==> config.mk <==
export PLATFORM = sky130hd
export DESIGN_NAME = parity_scrub_ctrl
export DESIGN_NICKNAME = d
export VERILOG_FILES = /design/src/rtl/parity_scrub_ctrl.sv
export SDC_FILE = /design/constraint.sdc
export NUM_CORES = 1
export LEC_CHECK = 0
export ABC_AREA = 1
export ABC_CLOCK_PERIOD_IN_PS = 4800
export BUFFER_PORTS_ARGS = -buffer_cell sky130_fd_sc_hd__buf_2
export CORE_ASPECT_RATIO = 1.75
export CORE_MARGIN = 4
export CORE_UTILIZATION = 35
export DETAILED_ROUTE_END_ITERATION = 7
export GPL_ROUTABILITY_DRIVEN = 1
export GPL_TIMING_DRIVEN = 0
export SYNTH_ARGS = -nofsm -noshare
export SYNTH_HDL_FRONTEND = slang
export SYNTH_SLANG_ARGS = --single-unit
export TNS_END_PERCENT = 1
==> constraint.sdc <==
create_clock -name clock -period 4.8 [get_ports clock]
set_input_delay 0.72 -clock clock [delete_from_list [all_inputs] [get_ports clock]]
set_output_delay 0.72 -clock clock [all_outputs]
set_load 0.02 [all_outputs]
==> src/rtl/parity_scrub_ctrl.sv <==
// Background parity scrubber and read-port arbiter for the raw hits / miniscope RAMs.
// Optional build macro SCRUB_AUTO_RESTART_EN: DONE chains straight into the next pass while scrub_en=1.
module parity_scrub_ctrl #(
    parameter int RAM_ADRB   = 11,
    parameter int MXRAM      = 37,
    parameter int RD_LATENCY = 2
) (
    input  logic                clock,
    input  logic                global_reset,
    input  logic                scrub_en,
    input  logic                scrub_start,
    input  logic                seq_rd_req,
    input  logic [RAM_ADRB-1:0] seq_rd_adr,
    output logic                seq_rd_gnt,
    output logic                ram_rd_en,
    output logic [RAM_ADRB-1:0] ram_rd_adr,
    input  logic [MXRAM-1:0]    parity_err,
    output logic                scrub_busy,
    output logic                scrub_done,
    output logic [15:0]         scrub_pass_cnt,
    output logic [15:0]         scrub_err_cnt,
    output logic [RAM_ADRB-1:0] scrub_err_adr,
    output logic                scrub_err,
    output logic [MXRAM-1:0]    scrub_err_map
);
    typedef enum logic [1:0] {IDLE, READ, DRAIN, DONE} state_t;

    typedef struct packed {
        logic                valid;
        logic [RAM_ADRB-1:0] adr;
    } tag_t;

    localparam logic [RAM_ADRB-1:0] ADR_LAST   = '1;
    localparam logic [1:0]          DRAIN_LOAD = 2'(RD_LATENCY - 1);

    state_t                state, state_next;
    logic [RAM_ADRB-1:0]   scrub_adr;
    tag_t [RD_LATENCY-1:0] tag_pipe;
    tag_t                  tag_in, tag_out;
    logic [1:0]            drain_cnt;
    logic                  aborted;
    logic                  pass_start, scrub_issue, drain_load, abort_set, pass_done, retire;

    // Sequencer always wins the port; the scrub read simply waits in place.
    assign seq_rd_gnt = seq_rd_req;
    assign ram_rd_en  = seq_rd_req | (state == READ);
    assign ram_rd_adr = seq_rd_req ? seq_rd_adr : scrub_adr;
    assign scrub_done = (state == DONE);

    assign tag_in  = '{valid: scrub_issue, adr: scrub_adr};
    assign tag_out = tag_pipe[RD_LATENCY-1];
    assign retire  = tag_out.valid && (|parity_err);

    // NOTE: every always_comb output gets a default first so no path can infer a latch.
    always_comb begin
        state_next  = state;
        pass_start  = 1'b0;
        scrub_issue = 1'b0;
        drain_load  = 1'b0;
        abort_set   = 1'b0;
        pass_done   = 1'b0;
        case (state)
            IDLE: begin
                if (scrub_start && scrub_en) begin
                    state_next = READ;
                    pass_start = 1'b1;
                end
            end
            READ: begin
                scrub_issue = !seq_rd_req;
                if (!scrub_en) begin
                    state_next = DRAIN;
                    drain_load = 1'b1;
                    abort_set  = 1'b1;
                end else if (scrub_issue && scrub_adr == ADR_LAST) begin
                    state_next = DRAIN;
                    drain_load = 1'b1;
                end
            end
            DRAIN: begin
                if (drain_cnt == 2'd0) state_next = aborted ? IDLE : DONE;
            end
            DONE: begin
                pass_done = 1'b1;
`ifdef SCRUB_AUTO_RESTART_EN
                if (scrub_en) begin
                    state_next = READ;
                    pass_start = 1'b1;
                end else begin
                    state_next = IDLE;
                end
`else
                state_next = IDLE;
`endif
            end
            default: state_next = IDLE;
        endcase
    end

    // NOTE: sequential state uses non-blocking assignments only, so every flop samples pre-edge values.
    always_ff @(posedge clock) begin
        if (global_reset) begin
            state          <= IDLE;
            scrub_busy     <= 1'b0;
            scrub_adr      <= '0;
            // NOTE: the tag pipe is reset so reads in flight at reset can never retire afterwards.
            tag_pipe       <= '0;
            drain_cnt      <= '0;
            aborted        <= 1'b0;
            scrub_pass_cnt <= '0;
            scrub_err_cnt  <= '0;
            scrub_err_adr  <= '0;
            scrub_err      <= 1'b0;
            scrub_err_map  <= '0;
        end else begin
            state      <= state_next;
            scrub_busy <= (state_next != IDLE);

            for (int i = RD_LATENCY - 1; i > 0; i--) tag_pipe[i] <= tag_pipe[i-1];
            tag_pipe[0] <= tag_in;

            if (pass_start)                                scrub_adr <= '0;
            else if (scrub_issue && scrub_adr != ADR_LAST) scrub_adr <= scrub_adr + RAM_ADRB'(1);

            if (drain_load)                              drain_cnt <= DRAIN_LOAD;
            else if (state == DRAIN && drain_cnt != 2'd0) drain_cnt <= drain_cnt - 2'd1;

            if (abort_set)       aborted <= 1'b1;
            else if (pass_start) aborted <= 1'b0;

            if (pass_done && scrub_pass_cnt != 16'hFFFF) scrub_pass_cnt <= scrub_pass_cnt + 16'd1;

            // Per-pass results hold until the next pass begins.
            if (pass_start) begin
                scrub_err_cnt <= '0;
                scrub_err_adr <= '0;
                scrub_err     <= 1'b0;
                scrub_err_map <= '0;
            end else if (retire) begin
                if (scrub_err_cnt != 16'hFFFF) scrub_err_cnt <= scrub_err_cnt + 16'd1;
                if (!scrub_err) scrub_err_adr <= tag_out.adr;
                scrub_err     <= 1'b1;
                scrub_err_map <= scrub_err_map | parity_err;
            end
        end
    end

endmodule

# After elaboration in Yosys (flattened, before gate mapping)

Cells that the tools add are included.

Logic and storage cells: 67
Output and inout bits: 96
Flip-flop bits (word level): 122

Eq/ne operators: 7
Bitwise gates (word level): 3
Multiplexer cells: 20
Reductions and logical operators: 18
Add/subtract/negate cells: 4

Operators with widths:

| kind                                                 | number |
|---|---|
| bitwise OR 37 bit                                    | 1 |
| OR reduction 37 bit                                  | 1 |
| adder 16 x 1 -> 16 bit (second input constant)       | 2 |
| != test 16 bit (second input constant)               | 2 |
| two-way mux 1 bit                                    | 13 |
| adder 11 x 1 -> 11 bit (second input constant)       | 1 |
| equality test 11 bit (second input constant)         | 1 |
| two-way mux 11 bit                                   | 1 |
| != test 11 bit (second input constant)               | 1 |
| two-way mux 2 bit                                    | 5 |
| one-hot mux 2 bit (4 select lines)                   | 1 |
| nonzero test 2 bit                                   | 4 |
| logical AND 1 bit                                    | 6 |
| equality test 2 bit (second input constant)          | 2 |
| logical NOT 2 bit                                    | 2 |
| AND reduction 2 bit                                  | 2 |
| OR reduction 2 bit                                   | 2 |
| equality test 2 x 1 -> 1 bit (second input constant) | 1 |
| subtractor 2 x 1 -> 2 bit (second input constant)    | 1 |
| logical NOT 1 bit                                    | 1 |
| inverter 1 bit                                       | 1 |
| bitwise OR 1 bit                                     | 1 |

# Longest topological paths before layout

Gate-level depths: netlist of the first run.

Depth in word-level cells: 6
Gate-level depth with buffers: 12
Mapped depth without buffers: 12

# Least setup slack after synthesis of the first run

Ideal clock, no wire load.

Kind: input-to-output
Start point: input seq_rd_req
End point: output ram_rd_adr[2]
Required time: 4.080 ns
Stages on the path: 2
Data arrival time: 1.385 ns
Path slack: 2.695 ns
Path buffers: 1
Cells stage by stage: clkbuf_1 o21ai_0

Cells in the longest elaborated chain, start to end: 1

RTL lines:

| what               | RTL line | RTL |
|---|---|---|
| from (decl)        | 12       | `input logic seq_rd_req,` |
| two-way mux 11 bit | 47       | `assign ram_rd_adr = seq_rd_req ? seq_rd_adr : scrub_adr;` |
| to (decl)          | 16       | `output logic [RAM_ADRB-1:0] ram_rd_adr,` |

No other way between the ends.

# Final worst setup path of the first run

Start point: input seq_rd_req
End point: output ram_rd_adr[9]

The elaborated chain is that of the path after synthesis.

==> flow_summary.json, run 1 <==
{
  "outcome": "complete, no violations",
  "fillers": 1583,
  "startpoint_type": "primary input",
  "p_leak_nw": 2.969,
  "start_util_pct": 35.71,
  "crit_fanout": 10,
  "final_hold_viol_count": 0,
  "core_area_sq_mm": 0.01484,
  "fin_tns_setup_ns": 0,
  "grt_pass1_wl_um": 23500,
  "cts_buffers": 17,
  "synth_cells": 743,
  "ctsResizeCount": 0,
  "fin_skew_ns": 0.008962,
  "cpMaxStageDelayCell": "clkbuf_1",
  "dieHeight_um": 170.8,
  "grt_overflow": 0,
  "routed_wl_um": 14540,
  "drt.antenna.violating_nets": 0,
  "grt_antenna_before_repair": 0,
  "worst_ir_drop_vdd_v": 0.0002098,
  "die_area_sq_mm": 0.01725,
  "synth.distinct_cells": 32,
  "cts_tree": "yes",
  "drive_gt1_share_pct": 23.48,
  "grt_pass1_vias": 4912,
  "final_cell_mix": "nand2_1, buf_2, dfxtp_1, nor2_1, inv_1",
  "cpMostUsedCell": "buf_2",
  "hpwlAfterDp_um": 11320,
  "globalplace.congestion": 0.8730,
  "synth_fp_nets": 800,
  "ioPinCount": 149,
  "clkPwrFrac_pct": 50.4,
  "die_w_um": 101.0,
  "htreeDepth": 4,
  "crit_buf_inv": 3,
  "post_cts_buffers": 0,
  "layout_commonest_cell": "nand2_1",
  "viasPerCell": 4.626,
  "powerDensity_mw_per_mm2": 344.4,
  "fmax_mhz": 417.8,
  "max_slew_margin_pct": 53.67,
  "crit_family": "buffers and inverters",
  "grt_setup_unrepaired": "false",
  "ctsHoldBuffers": 0,
  "yosysWarnings": 0,
  "port_buffers": 147,
  "netlist_area_sq_mm": 0.005299,
  "internal_power_mw": 1.813,
  "seqPwrFrac_pct": 43.9,
  "p_total_mw": 2.346,
  "clock-root-buffer": "clkbuf_16",
  "area_growth_syn_to_layout_pct": 28.52,
  "cts.sinks": 122,
  "hold_class": "reg2reg",
  "worstSetupPathType": "in2out",
  "wl_per_cell_um": 13.18,
  "drc": 0,
  "required_ns": 4.08,
  "grt_max_degree": 17,
  "setup_viol": 0,
  "clock_path_buffers": 2,
  "worstMarginPinSlew_ns": 0.6950,
  "period_minus_slack_ns": 2.394,
  "yosys_register_bits": 122,
  "clk_latency_ns": 0.41,
  "n_antenna_cell": 0,
  "p_sw_mw": 0.5327,
  "slew_viol_final": 0,
  "path_clk_slew_ns": 0.05,
  "period_share_pct": 49.87,
  "endpoint_kind": "output pin",
  "vias": 5102,
  "finalNetCount": 966,
  "drtPass1Iterations": 6,
  "seq_area_frac_synth_pct": 46.09,
  "rows": 59,
  "grt_usage_pct": 17.28,
  "arrival_ns": 1.67,
  "swShare_pct": 22.71,
  "slowest_delay_ns": 0.42,
  "crit_chain": "buf_2 -> clkbuf_1 -> nand2_1 -> o21ai_0 -> buf_2",
  "syn_avg_cell_area_sq_um": 7.132,
  "cap_viol_max_count": 0,
  "drt_iter0_drc": 137,
  "comb_power_share_pct": 5.7
}
==> kinds of logic after synthesis <==
group / after synthesis / synth area share [%]
flip-flops: 122 / 46.09
AO/OA/AOI/OAI: 101 / 10.30
buffers and inverters: 132 / 9.894
adder cells (fa/ha/maj): 4 / 0.9445
XOR/XNOR: 14 / 2.314
AND/OR/NAND/NOR: 370 / 30.46
==> per-layer routing <==
metal  GRT usage [%]  vias up  wire [um]
li1                -     2663          -
met1           17.59     2303       5490
met2           32.68      112       8047
met3           4.570       24        727
met4           6.887        0        272
met5               0        -          0
==> synthesized netlist by cell type <==
library cell	count	area, sq um
nor2_2	6	37.54
a21oi_2	8	70.07
inv_2	5	18.77
nand3_1	27	135.1
buf_8	1	15.01
clkbuf_1	13	48.80
o21bai_1	2	15.01
buf_1	3	11.26
xor2_1	11	96.34
o21ai_1	6	30.03
nor3_1	11	55.05
nor3_2	1	10.01
dfxtp_1	122	2442
o21ai_0	21	105.1
buf_2	8	40.04
and3_1	3	18.77
inv_1	100	375.4
a21boi_1	1	7.510
nor3b_1	3	22.52
nand3b_1	5	37.54
buf_4	2	15.01
nor2_4	2	22.52
nand4_1	24	150.1
o21a_1	1	7.510
nand2_4	2	22.52
ha_1	4	50.05
a21oi_1	62	310.3
nand3_4	1	17.52
nand2_2	6	37.54
nand2_1	164	615.6
nor2_1	115	431.7
xnor2_1	3	26.28
==> worst register-to-register path: stages, from the launching register on <==
cell and delay [ns]:
dfxtp_1 0.41, ha_1 0.20, nand2_1 0.09, nor2_2 0.16, inv_2 0.06, nor2_2 0.15, nand3_1 0.15, nand2_2 0.19
inv_2 0.08, buf_2 0.19, o21ai_1 0.13, a21oi_1 0.05
==> power by group through the flow <==
stage / Combinational [mW] / Clock [mW] / Sequential, mW
2_1_floorplan: 0.0674 / 0 / 1.06
3_3_place_gp: 0.135 / 0 / 1.05
3_5_place_dp: 0.136 / 0 / 1.05
4_1_cts: 0.137 / 1.21 / 1.03
5_1_grt: 0.151 / 1.25 / 1.03
6_report: 0.134 / 1.18 / 1.03
==> stage by stage <==
stage               worst slack [ns]  hold slack (ns)  cell area [sq um]  std cells  util, %
floorplan                      2.695           0.3883               5299        743        -
global placement               2.383           0.3907               6264       1073    42.21
detailed placement             2.392           0.3925               6264       1073    42.21
CTS                            2.378           0.3955               6810       1103    45.90
global route                   2.262           0.4059               6810       1103    45.90
finish                         2.406           0.3941               6810       1103    45.90
==> registers in the layout, indices dropped and copies added (netlist names) <==
| name | count |
|---|---|
| scrub_err_map | 37 |
| scrub_err_cnt | 16 |
| scrub_pass_cnt | 16 |
| tag_out | 12 |
| tag_pipe | 12 |
| scrub_adr | 11 |
| scrub_err_adr | 11 |
| drain_cnt | 2 |
| state | 2 |
| aborted | 1 |
| scrub_busy | 1 |
| scrub_err | 1 |
==> worst paths after layout <==
| path | startpoint | end | slack, ns | depth (start not counted) |
|---|---|---|---|---|
| min | tag_pipe[6] | tag_out[6] | 0.39 | 2 |
| min reg2reg | tag_pipe[6] | tag_out[6] | 0.39 | 2 |
| max reg2reg | scrub_pass_cnt[0] | scrub_pass_cnt[0] | 2.81 | 11 |
| max | seq_rd_req | ram_rd_adr[9] | 2.41 | 5 |
==> area by class of cell <==
class,instances,area [sq um],share of cell area (%)
clock inverter,7,68.82,1.010
tap,183,229.0,3.362
inverter,105,394.1,5.787
timing repair buffer,147,735.7,10.80
multi-input combinational,489,2332,34.25
clock buffer,23,478.0,7.018
sequential,122,2442,35.86
buffer,27,130.1,1.911
Power figures use the tool's default switching activity.
==> run 2, diff against run 1 <==
Settings changed: ABC_AREA 1 to 0, ABC_CLOCK_PERIOD_IN_PS 4800 to 2300.
Clock period 4.8 ns to 2.3 ns, I/O delays scaled along.
==> run 2 against run 1 <==
Clock power increased by 100%. Hold slack worse by 0.21 ns. Sequential share of layout area rose by 2.4 points. Clock-buffer cell count unchanged. Flip-flop and latch count unchanged. Sequential power rose by 110%. Global-route usage up 0.32 points. Critical path type is now reg2reg. Critical endpoint is now scrub_err_map[12]. Largest power group unchanged.
==> flow_summary.json, run 2 <==
{
  "required_ns": 2.56,
  "worstMarginPinSlew_ns": 0.7976,
  "routed_wl_um": 13870,
  "top_usage_layer": "met2",
  "grt_antenna_before_repair": 0,
  "outcome": "complete, no violations",
  "area_growth_syn_to_layout_pct": 30.18,
  "cts_buffers": 17,
  "dieHeight_um": 164.5,
  "start_util_pct": 35.41,
  "setup_viol": 0,
  "grt_setup_unrepaired": "false",
  "grt_pass1_wl_um": 22600,
  "n_antenna_cell": 0,
  "grt_max_degree": 17,
  "r2r_slack_ns": 0.16,
  "yosysMostFrequentCell": "dfxtp_1",
  "ioPinCount": 149,
  "layout_commonest_cell": "buf_2",
  "endpoint_kind": "register",
  "powerDensity_mw_per_mm2": 754.8,
  "ctsHoldBuffers": 0,
  "fin_util_pct": 46.10,
  "synth-main-ff-cell": "dfxtp_1",
  "max_slew_margin_pct": 46.58,
  "path_clk_slew_ns": 0.05,
  "synth_cells": 546,
  "grt_use_met2_pct": 34.45,
  "ctsResizeCount": 0,
  "grtUsageMet1_pct": 17.36,
  "final_cell_mix": "buf_2, dfxtp_1, nor2_1, a21oi_1, nand2_1",
  "p_leak_nw": 2.622,
  "worst_ir_drop_vdd_v": 0.0005139,
  "viasPerCell": 5.105,
  "period_minus_slack_ns": 2.137,
  "fin_cells": 898,
  "drive_gt1_share_pct": 28.57,
  "top_register": "scrub_err_map",
  "clk_latency_ns": 0.41,
  "vias": 4584,
  "drt_iter0_drc": 153,
  "clock_path_buffers": 2,
  "synth_edf_count": 0,
  "post_cts_buffers": 0,
  "synthTopCellsByArea": "dfxtp_1, a21oi_1, nor2_1, nand3_1, nor2b_1",
  "yosys_register_bits": 122,
  "dp_cells": 868,
  "fmax_mhz": 468.0,
  "startpoint_type": "register",
  "synth.distinct_cells": 50,
  "clock-root-buffer": "clkbuf_16",
  "arrival_ns": 2.40,
  "synth_top_cell_area_share_pct": 49.85,
  "yosysWarnings": 0,
  "drc": 0,
  "hold_class": "in2reg",
  "fillers": 1395,
  "grt_pass1_vias": 4683,
  "wl_per_cell_um": 15.45,
  "async_flop_share_pct": 0,
  "cap_viol_max_count": 0,
  "slew_viol_final": 0,
  "synth_common_cells": "dfxtp_1, nor2_1, a21oi_1, nand2_1, nand3_1",
  "grt_usage_pct": 17.60,
  "worstSetupPathType": "reg2reg",
  "drt.antenna.violating_nets": 0,
  "core_area_sq_mm": 0.01384,
  "port_buffers": 145,
  "drtPass1Iterations": 4,
  "grt_overflow": 0,
  "reg_top3": "scrub_err_map: 37 flops, scrub_err_cnt: 16 flops, scrub_pass_cnt: 16 flops",
  "grtUsageMet3_pct": 3.931,
  "largest_reg_flops": 37,
  "synth_area_leader_cell": "dfxtp_1",
  "hpwlAfterDp_um": 10790,
  "final_hold_viol_count": 0,
  "syn_avg_cell_area_sq_um": 8.974,
  "crit_fanout": 10,
  "fin_skew_ns": 0.008016,
  "cts.sinks": 122,
  "period_share_pct": 92.91,
  "synth_fp_nets": 603,
  "netlist_area_sq_mm": 0.004900,
  "rows": 57,
  "die_w_um": 97.44,
  "cts_tree": "yes",
  "seq_area_frac_synth_pct": 49.85,
  "globalplace.congestion": 0.8918,
  "htreeDepth": 4,
  "finalNetCount": 767,
  "die_area_sq_mm": 0.01603
}
run 2: cell types whose count changed after synthesis, sizes merged, moves of 13 or more:
cell   delta
nor2b    +23
or4      +13
o31ai    +15
inv      -97
nor2     -52
nand2   -141
run 2: per-layer routing:
layer | up-vias | part of all wire [%]
met3 | 29 | 4.1
met1 | 2154 | 38
met4 | 0 | 2.7
met5 | - | 0
li1 | 2282 | -
met2 | 119 | 55
run 2: final timing paths:
check	from	endpoint	cells after the start
setup / recovery	state[0]	scrub_err_map[12]	6
hold / removal	parity_err[33]	scrub_err_map[33]	3
setup reg to reg	state[0]	scrub_err_map[12]	6
hold reg to reg	tag_out[8]	scrub_err_adr[8]	2
run 2: layout make-up:
class | count | area [sq um] | area share, %
sequential | 122 | 2442 | 38.29
multi-input combinational | 385 | 2285 | 35.82
timing repair buffer | 145 | 725.7 | 11.38
clock buffer | 23 | 488.0 | 7.650
tap | 177 | 221.5 | 3.472
buffer | 31 | 142.6 | 2.236
clock inverter | 7 | 43.79 | 0.6865
inverter | 8 | 30.03 | 0.4708
run 2: per-stage QoR:
| step | hold slack, ns | setup WS (ns) | cell area [sq um] | setup TNS [ns] | total power, mW |
|---|---|---|---|---|---|
| after floorplan | 0.4138 | 0.4877 | 4900 | 0 | 2.364 |
| after global placement | 0.4199 | -0.07758 | 5847 | -1.112 | 2.490 |
| after detailed placement | 0.4251 | -0.06209 | 5847 | -0.4650 | 2.496 |
| after CTS | 0.1654 | 0.1038 | 6379 | 0 | 4.868 |
| after global routing | 0.1803 | 0.0003946 | 6379 | 0 | 4.986 |
| final | 0.1851 | 0.1632 | 6379 | 0 | 4.815 |
run 2: kinds of logic after synthesis:
kind of cell	after synthesis	share of synthesized area (%)
AOI/OAI and AO/OA	118	14.40
xor gates and xnor gates	13	2.324
adders and majority gates	4	1.021
buffers and inverters	39	3.524
DFF	122	49.85
muxes	14	3.141
and+or+nand+nor	236	25.74
run 2: critical path: stages, from the launching register on:
cell,delay (ns)
dfxtp_1,0.29
buf_2,0.16
nor2_1,0.19
a31o_2,0.18
clkbuf_1,0.47
buf_1,0.56
nor2_1,0.13
run 2: where the power goes:
| group | switching, mW | total, mW | internal [mW] | leakage, nW |
|---|---|---|---|---|
| combinational | 0.192 | 0.296 | 0.104 | 1.38 |
| clock | 0.896 | 2.37 | 1.47 | 0.261 |
| sequential | 0.0153 | 2.15 | 2.14 | 0.983 |
| total | 1.10 | 4.81 | 3.71 | 2.62 |
